==> src/rtl/demux_pkg.sv <==
// Shared definitions for the 1:8 TDM link (serial mux and demux sides).
package demux_pkg;

    localparam int N_CH_DEF  = 8;
    localparam int SEL_W_DEF = 3;

    typedef enum logic [1:0] {
        ST_IDLE = 2'd0,
        ST_SEND = 2'd1,
        ST_DONE = 2'd2
    } state_t;

endpackage

==> src/rtl/tdm_chan_counter.sv <==
// Channel index counter: synchronous clear, enable, terminal-count flag at N_CH-1.
module tdm_chan_counter
    import demux_pkg::*;
#(
    parameter int N_CH  = N_CH_DEF,
    parameter int SEL_W = SEL_W_DEF
) (
    input  logic             clk,
    input  logic             rst,
    input  logic             clear,
    input  logic             en,
    output logic [SEL_W-1:0] cnt,
    output logic             tc
);

    localparam logic [SEL_W-1:0] LAST = SEL_W'(N_CH - 1);

    // Compare against N_CH-1 so a non-power-of-2 frame never walks past its last channel.
    assign tc = (cnt == LAST);

    always_ff @(posedge clk or posedge rst) begin
        if (rst) begin
            cnt <= '0;
        end else if (clear) begin
            cnt <= '0;
        end else if (en) begin
            cnt <= tc ? '0 : cnt + 1'b1;
        end
    end

endmodule

==> src/rtl/tdm_serial_mux.sv <==
// Transmit end of the TDM link: captures a word on start and sends one bit per cycle
// on k with its channel index on s, with start/busy/done toward the source.
module tdm_serial_mux
    import demux_pkg::*;
#(
    parameter int N_CH       = N_CH_DEF,
    parameter int SEL_W      = SEL_W_DEF,
    parameter bit CONTINUOUS = 1'b0
) (
    input  logic             clk,
    input  logic             rst,
    input  logic             start,
    input  logic             en,
    input  logic [N_CH-1:0]  d,
    output logic             k,
    output logic [SEL_W-1:0] s,
    output logic             valid,
    output logic             busy,
    output logic             done
);

    state_t            state;
    logic [N_CH-1:0]   hold;
    logic [SEL_W-1:0]  cnt;
    logic [SEL_W-1:0]  next_idx;
    logic              last_ch;
    logic              accept;
    logic              cnt_en;

    // Accepting edge: start in IDLE, or the DONE cycle when frames run back-to-back.
    assign accept   = ((state == ST_IDLE) && start) || ((state == ST_DONE) && CONTINUOUS);
    assign cnt_en   = (state == ST_SEND) && en;
    assign next_idx = cnt + 1'b1;

    tdm_chan_counter #(
        .N_CH  (N_CH),
        .SEL_W (SEL_W)
    ) u_cnt (
        .clk   (clk),
        .rst   (rst),
        .clear (accept),
        .en    (cnt_en),
        .cnt   (cnt),
        .tc    (last_ch)
    );

    always_ff @(posedge clk or posedge rst) begin
        if (rst) begin
            state <= ST_IDLE;
            hold  <= '0;
            k     <= 1'b0;
            s     <= '0;
            valid <= 1'b0;
            busy  <= 1'b0;
            done  <= 1'b0;
        end else begin
            case (state)
                ST_IDLE: begin
                    if (start) begin
                        hold  <= d;
                        k     <= d[0];
                        s     <= '0;
                        valid <= 1'b1;
                        busy  <= 1'b1;
                        state <= ST_SEND;
                    end
                end
                ST_SEND: begin
                    if (en) begin
                        if (!last_ch) begin
                            s <= next_idx;
                            k <= hold[next_idx];
                        end else begin
                            k     <= 1'b0;
                            s     <= '0;
                            valid <= 1'b0;
                            busy  <= 1'b0;
                            done  <= 1'b1;
                            state <= ST_DONE;
                        end
                    end
                end
                ST_DONE: begin
                    done <= 1'b0;
                    if (CONTINUOUS) begin
                        hold  <= d;
                        k     <= d[0];
                        s     <= '0;
                        valid <= 1'b1;
                        busy  <= 1'b1;
                        state <= ST_SEND;
                    end else begin
                        state <= ST_IDLE;
                    end
                end
                default: begin
                    state <= ST_IDLE;
                end
            endcase
        end
    end

endmodule

==> config.mk <==
export PLATFORM = sky130hd
export DESIGN_NAME = tdm_serial_mux
export DESIGN_NICKNAME = d
export VERILOG_FILES = /design/src/rtl/demux_pkg.sv /design/src/rtl/tdm_chan_counter.sv /design/src/rtl/tdm_serial_mux.sv
export SDC_FILE = /design/constraint.sdc
export NUM_CORES = 1
export LEC_CHECK = 0
export CAP_MARGIN = 40
export CORE_MARGIN = 2
export CORE_UTILIZATION = 49
export DETAILED_ROUTE_END_ITERATION = 10
export PLACE_DENSITY = 0.79
export SYNTH_ARGS = -nofsm -noshare
export SYNTH_HDL_FRONTEND = slang
export SYNTH_HIERARCHICAL = 1
export SYNTH_SLANG_ARGS = --single-unit
==> constraint.sdc <==
create_clock -name clk -period 2.8 [get_ports clk]
set_clock_uncertainty 0.05 [all_clocks]
set_input_delay 0.7 -clock clk [delete_from_list [all_inputs] [get_ports clk]]
set_output_delay 0.7 -clock clk [all_outputs]
set_load 0.005 [all_outputs]
# After elaboration in Yosys (flattened, before gate mapping)

Cells that the tools add are included.

Register bits: 19
Input bits: 12
Output and inout port bits: 7
Word-level logic and storage cells: 49

Add/sub/neg operators: 1
Order comparisons: 1
Eq/ne operators: 6
Mux-type cells: 23
Reductions and logical operators: 11

Operators with widths:

| cell                | count |
|---|---|
| $mux 3              | 5 |
| $mux 1              | 9 |
| $reduce_and 3->1    | 3 |
| $mux 2              | 3 |
| $ne 2x2->1 const B  | 3 |
| $pmux 1 s2          | 3 |
| $pmux 3 s2          | 1 |
| $reduce_bool 2->1   | 3 |
| $lt 3x4->1 const B  | 1 |
| $pmux 2 s2          | 1 |
| $reduce_and 4->1    | 1 |
| $add 3x1->3 const B | 1 |
| $bmux 1 s3          | 1 |
| $eq 3x3->1 const B  | 1 |
| $eq 2x1->1 const B  | 1 |
| $eq 2x2->1 const B  | 1 |
| $logic_and 1x1->1   | 2 |
| $logic_not 2->1     | 1 |
| $reduce_and 2->1    | 1 |

# Longest topological paths before layout

Gate-level depths: netlist of run 1.

Depth in word-level cells: 6
Depth in mapped cells: 5
Depth with buffers taken out: 5

# Cells and area by module

The synthesis of run 1 kept the hierarchy.

By module, submodules not included:

| module           | times used | cells each | area each (um^2) | seq. area each (um^2) |
|---|---|---|---|---|
| tdm_serial_mux   | 1          | 59         | 758.2            | 400.4 |
| tdm_chan_counter | 1          | 13         | 155.1            | 75.1 |

# Worst setup path after synthesis of run 1

No wires, ideal clock.

Path kind: reg-to-reg
Start: reg u_cnt.cnt[0]
End: reg k
Library setup time: 126 ps
Arrival: 1,752 ps
Required time: 2,624 ps
Setup slack: 872 ps
Cell stages (with the launch flop): 5
Buffers on the path: 0
Period minus slack after synthesis: 1,928 ps
Path through: dfrtp_1 > ha_1 > mux4_2 > and3_1 > o32a_1

Longest elaborated chain between the ends: 6
Elaborated cells on any way between the ends: 7

RTL lines:

| item                         | RTL line               | RTL |
|---|---|---|
| from (decl)                  | tdm_chan_counter.sv:12 | `output logic [SEL_W-1:0] cnt,` |
| from (signal assigned)       | tdm_chan_counter.sv:27 | `cnt <= tc ? '0 : cnt + 1'b1;` |
| $add 3x1->3                  | tdm_serial_mux.sv:33   | `assign next_idx = cnt + 1'b1;` |
| $bmux 1 s3                   | tdm_serial_mux.sv:72   | `k <= hold[next_idx];` |
| $mux 1 (implied by the code) | tdm_serial_mux.sv:72   |  |
| $mux 1 (*)                   | tdm_serial_mux.sv:70   | `if (!last_ch) begin` |
| $mux 1 (*)                   | tdm_serial_mux.sv:69   | `if (en) begin` |
| $pmux 1 s2 (*)               | tdm_serial_mux.sv:57   | `case (state)` |
| to (signal assigned)         | tdm_serial_mux.sv:61   | `k <= d[0];` |
| to (signal assigned)         | tdm_serial_mux.sv:72   |  |
| to (signal assigned)         | tdm_serial_mux.sv:87   | `k <= d[0];` |
| to (decl)                    | tdm_serial_mux.sv:15   | `output logic k,` |

Mark *: on every way between the ends. The rest lies on a longest branch, timed or not. The select of a mux whose other input is x is not followed.
A chain may end at the register's enable or synchronous reset.

# Worst setup path after layout of run 1

Ends and elaborated chain as after synthesis.

==> results.ini, run 1 <==
[outcome]
status = complete, no violations

[synth]
synth.cell_area_um2 = 913
yosysWarnings = 6
synthXorXnorAreaFrac = 0.00959
muxShareOfSynthArea = 0.205
synthSimpleGateAreaFrac = 0.129
synthAdderAreaFrac = 0.0411
syn_nets = 87
synth_top_family_by_area = multiplexers
syn-instance-count = 72
ys_ff_latch = 19
ys_types = 24
synth_compound_area_frac = 0.0534
syn_avg_cell_area_um2 = 12.7
seq_area_frac_synth = 0.521

[critical_path]
cp.required_ns = 2.94
end_kind = flop
critical_path.max_fanout = 7
critPathLaunchType = flop
crit_type = flop to flop
arrival_ns = 2.19

[floorplanning]
initial_core_util = 0.523
num_rows = 15
core-area_mm2 = 0.00175
pin_count = 19
die_area_mm2 = 0.00223
die_h_um = 47.2
die_w_um = 47.2

[cts]
clock-sinks = 19
ctsResizeCount = 0
cts_buffers = 3
path_clk_slew_ns = 0.10
cts_tree = done
cts_hold_buf = 0
cts_buffer_depth = 2
htree_levels = 1
cts_setup_buffers = 0
clk_latency_ns = 0.30
cts_root_buf = clkbuf_4

[global_route]
met1_usage = 0.187
grt-busiest-layer = met2
grt_antenna_before_repair = 0
grt_max_degree = 17
use_met3 = 0.0346
groute.layer.met2.usage = 0.271
grtUsageTotal = 0.164
grt_overflow_total = 0
first_global_vias = 575
grt_first_pass_wirelength_mm = 2.37

[power]
power_mw = 1.11
vdd_ir_drop_max_uv = 480
p_leak_nw = 0.502
p_per_area_mw_per_mm2 = 978

[routing]
dr_total_vias = 594
wl_per_cell_um = 12.2
firstDrtPassIters = 4
routed_wirelength_mm = 1.43
drt_iter0_markers = 10
ant_nets = 0
drc = 0
routed_via_density = 5.08

[timing]
timing.final.crit_share = 0.732
setup_viol = 0
whs_ns = 0.462
worst_pin_slew_ns = 0.608
max_freq_mhz = 488
final_hold_viol_count = 0
rsz0062_at_grt = no
slew_viol_final = 0
min_period_ns = 2.05
fin_setup_tns_ns = 0
relSlewSlack = 0.594

[layout]
n_antenna_cell = 0
seq_area_um2 = 475
multi_input_area_um2 = 400
fin_nets = 108
fin_cells = 117
drive_gt1_frac = 0.207
final_cell_mix = dfrtp_1, clkdlybuf4s50_1, mux2_2, nand2_1, inv_1
synthToLayoutAreaGrowth_pct = 24.0
final_common_cell = dfrtp_1
fillCellCount = 155

[place]
dpl.cell_count = 113
hpwlAfterDp_mm = 1.11
place.gp.congestion = 0.783
io_buffers = 18

[flow_run]
max_cap_violations = 0

[hold_path]
hold_class = flop to flop

-- worst paths after layout --
kind | slack (ns) | cells past startpoint | to | startpoint
setup / recovery | 0.75 | 4 | k$_DFFE_PP0P_ | u_cnt/cnt[0]$_DFFE_PP0P_
hold / removal | 0.46 | 1 | hold[2]$_DFFE_PP0P_ | hold[2]$_DFFE_PP0P_
setup reg to reg | 0.75 | 4 | k$_DFFE_PP0P_ | u_cnt/cnt[0]$_DFFE_PP0P_
hold reg to reg | 0.46 | 1 | hold[2]$_DFFE_PP0P_ | hold[2]$_DFFE_PP0P_
max in group asynchronous | 1.56 | 2 | s[2]$_DFFE_PP0P_ | rst
min in group asynchronous | 0.53 | 2 | u_cnt/cnt[1]$_DFFE_PP0P_ | rst
-- stage by stage --
stage	util	worst slack [ns]	area, um2
finish	0.649	0.749	1130
floorplan	-	0.872	913
global placement	0.634	0.562	1110
global route	0.649	0.642	1130
CTS	0.649	0.724	1130
detailed placement	0.634	0.551	1110
-- flip-flops by register name, summed over array words and instances (netlist names) --
signal	count
busy	1
hold	8
u_cnt/cnt	3
k	1
state	2
done	1
s	3
-- metal layers --
metal | vias up | wire (um)
li1 | 288 | -
met4 | 0 | 30
met2 | 14 | 678
met5 | - | 0
met3 | 4 | 58
met1 | 288 | 660
-- critical path: stages, from the launching register on --
cell     delay [ns]
dfrtp_1        0.49
ha_1           0.39
mux4_2         0.50
and3_1         0.19
o32a_1         0.32
-- cells in the mapped netlist --
master / n / area share
dfrtp_1: 19 / 0.52
mux2_2: 10 / 0.12
nand2_1: 6 / 0.025
inv_1: 5 / 0.021
nor2_1: 4 / 0.016
ha_1: 3 / 0.041
mux2i_1: 3 / 0.033
a21oi_1: 2 / 0.011
mux4_2: 2 / 0.049
nand2b_1: 2 / 0.014
nor3b_1: 2 / 0.016
or3b_2: 2 / 0.019
a21o_1: 1 / 0.0082
a21oi_2: 1 / 0.0096
and3_1: 1 / 0.0069
and3b_1: 1 / 0.0096
buf_4: 1 / 0.0082
buf_6: 1 / 0.012
nor2_4: 1 / 0.012
o21a_1: 1 / 0.0082
o21ai_0: 1 / 0.0055
o32a_1: 1 / 0.011
or3b_1: 1 / 0.0096
xnor2_1: 1 / 0.0096
-- layout make-up --
cell class	instances	share of cell area
repair buffers	18	0.159
inverters	5	0.0166
flip-flops and latches	19	0.420
clock buffers	4	0.0232
well taps	25	0.0276
multi-input cells	46	0.354
-- cells by family after synthesis --
kind of cell,Yosys count
xor gates and xnor gates,1
adders and majority gates,3
and+or+nand+nor,20
DFF,19
AOI/OAI and AO/OA,7
buffers and inverters,7
muxes,15
-- power by group --
part | total [mW] | leakage [nW] | switching, mW | internal [mW]
clock network | 0.138 | 0.0150 | 0.0826 | 0.0555
registers | 0.481 | 0.224 | 0.0836 | 0.397
logic | 0.489 | 0.263 | 0.171 | 0.318
total | 1.11 | 0.502 | 0.337 | 0.771
Power figures use the tool's default switching activity.
==> run 2, diff against run 1 <==
==> constraint.sdc (replaced) <==
create_clock -name clk -period 2.06 [get_ports clk]
set_clock_uncertainty 0.05 [all_clocks]
set_input_delay 0.515 -clock clk [delete_from_list [all_inputs] [get_ports clk]]
set_output_delay 0.515 -clock clk [all_outputs]
set_load 0.005 [all_outputs]
==> run 2 against run 1 <==
Effect of this change:
- total power grew 42%
- sequential share of layout area down 1.3 points
- die area stayed put
- worst hold slack got worse by 0.11 ns
- largest cell class unchanged
==> results.ini, run 2 (synthesized netlist as in run 1, its figures left out) <==
[outcome]
status = complete, no violations

[critical_path]
slowest_stage = mux4_2
max_stage_delay_ns = 0.49
crit_buf_inv = 0
path_cells = ha_1 > mux4_2 > and3_1 > o32a_1
arrival_ns = 2.07
critPathLaunchType = flop
end_kind = flop
crit_type = flop to flop
crit_cells = 4
cp.required_ns = 2.20
critical_path.max_fanout = 4
reg2regPathDepth = 4
crit_family = multiplexers

[cts]
cts_buffers = 3
ctsResizeCount = 0
cts_root_buf = clkbuf_4
clk_latency_ns = 0.30
path_clk_slew_ns = 0.10
cts_hold_buf = 0
cts_setup_buffers = 0
htree_levels = 1
cts_tree = done
cts_buffer_depth = 2
clock-sinks = 19

[place]
place.gp.congestion = 0.753
io_buffers = 18
dpl.cell_count = 118
hpwlAfterDp_mm = 1.23

[layout]
largest_reg_flops = 8
final_cell_mix = dfrtp_1, clkdlybuf4s50_1, mux2_2, nand2_1
final_common_cell = dfrtp_1
reg_top3 = hold x8, s x3, u_cnt/cnt x3
regMostFlops = hold
synthToLayoutAreaGrowth_pct = 28.1
n_antenna_cell = 0
fin_nets = 113
post-route-util = 0.670
fin_cells = 122
drive_gt1_frac = 0.247

[routing]
wl_per_cell_um = 12.7
firstDrtPassIters = 1
drc = 0
drt_iter0_markers = 0
routed_wirelength_mm = 1.55
ant_nets = 0
dr_total_vias = 601
routed_via_density = 4.93

[timing]
min_period_ns = 1.93
fin_setup_tns_ns = 0
rsz0062_at_grt = no
timing.final.crit_share = 0.938
relSlewSlack = 0.591
worst_pin_slew_ns = 0.614
max_freq_mhz = 517
setup_viol = 0
final_hold_viol_count = 0
slew_viol_final = 0

[power]
p_leak_nw = 0.527
power_mw = 1.58
p_int_mw = 1.10
pwr-share-comb = 0.470
p_seq_frac = 0.410
vdd_ir_drop_max_uv = 659
sw_frac_of_total = 0.303
clkPwrFrac = 0.119
p_sw_uw = 477
p_per_area_mw_per_mm2 = 1350

[floorplanning]
initial_core_util = 0.523
pin_count = 19
die_area_mm2 = 0.00223
die_h_um = 47.2
num_rows = 15
die_w_um = 47.2
core-area_mm2 = 0.00175

[global_route]
grtUsageTotal = 0.176
first_global_vias = 597
grt_first_pass_wirelength_mm = 2.62
grt_overflow_total = 0
grt_max_degree = 17
grt_antenna_before_repair = 0

[hold_path]
hold_class = input pin to async pin

[flow_run]
max_cap_violations = 0

-- run 2: cell types whose count changed in the layout (fill, tap and decap cells not counted), sizes merged --
| cell | change |
|---|---|
| buf | +5 |
-- run 2: final cells by class --
| class | count | area, um2 |
|---|---|---|
| Timing Repair Buffer | 23 | 218 |
| Sequential cell | 19 | 475 |
| Multi-Input combinational cell | 46 | 400 |
| Inverter | 5 | 18.8 |
| Tap cell | 25 | 31.3 |
| Clock buffer | 4 | 26.3 |
| Fill cell | 141 | 576 |
-- run 2: path summary, 6_finish.rpt --
kind,to,slack [ns],start
max,k$_DFFE_PP0P_,0.13,u_cnt/cnt[0]$_DFFE_PP0P_
min,u_cnt/cnt[1]$_DFFE_PP0P_,0.35,rst
max reg2reg,k$_DFFE_PP0P_,0.13,u_cnt/cnt[0]$_DFFE_PP0P_
min reg2reg,hold[2]$_DFFE_PP0P_,0.47,hold[2]$_DFFE_PP0P_
max in group asynchronous,hold[7]$_DFFE_PP0P_,1.01,rst
min in group clk,hold[2]$_DFFE_PP0P_,0.47,hold[2]$_DFFE_PP0P_
-- run 2: stage by stage --
step / setup WS (ns) / hold WS (ns) / cell area [um2]
3_3_place_gp: 0.00690 / 0.436 / 1140
3_5_place_dp: -0.00866 / 0.445 / 1140
6_report: 0.127 / 0.349 / 1170
2_1_floorplan: 0.132 / 0.219 / 913
5_1_grt: 0.0194 / 0.381 / 1170
4_1_cts: 0.0979 / 0.337 / 1170
-- run 2: per-layer routing --
layer	up-vias	GRT usage	routed length, um
met4	0	0.106	24
met5	-	0	0
met3	2	0.0500	72
met2	16	0.293	772
met1	286	0.201	678
li1	297	-	-
-- run 2: power by group through the flow --
stage | clock (mW) | combinational (mW) | sequential, mW
final | 0.188 | 0.742 | 0.647
after global routing | 0.215 | 0.832 | 0.671
after CTS | 0.197 | 0.756 | 0.652
after detailed placement | 0 | 0.753 | 0.662
after global placement | 0 | 0.734 | 0.651
after floorplan | 0 | 0.488 | 0.637
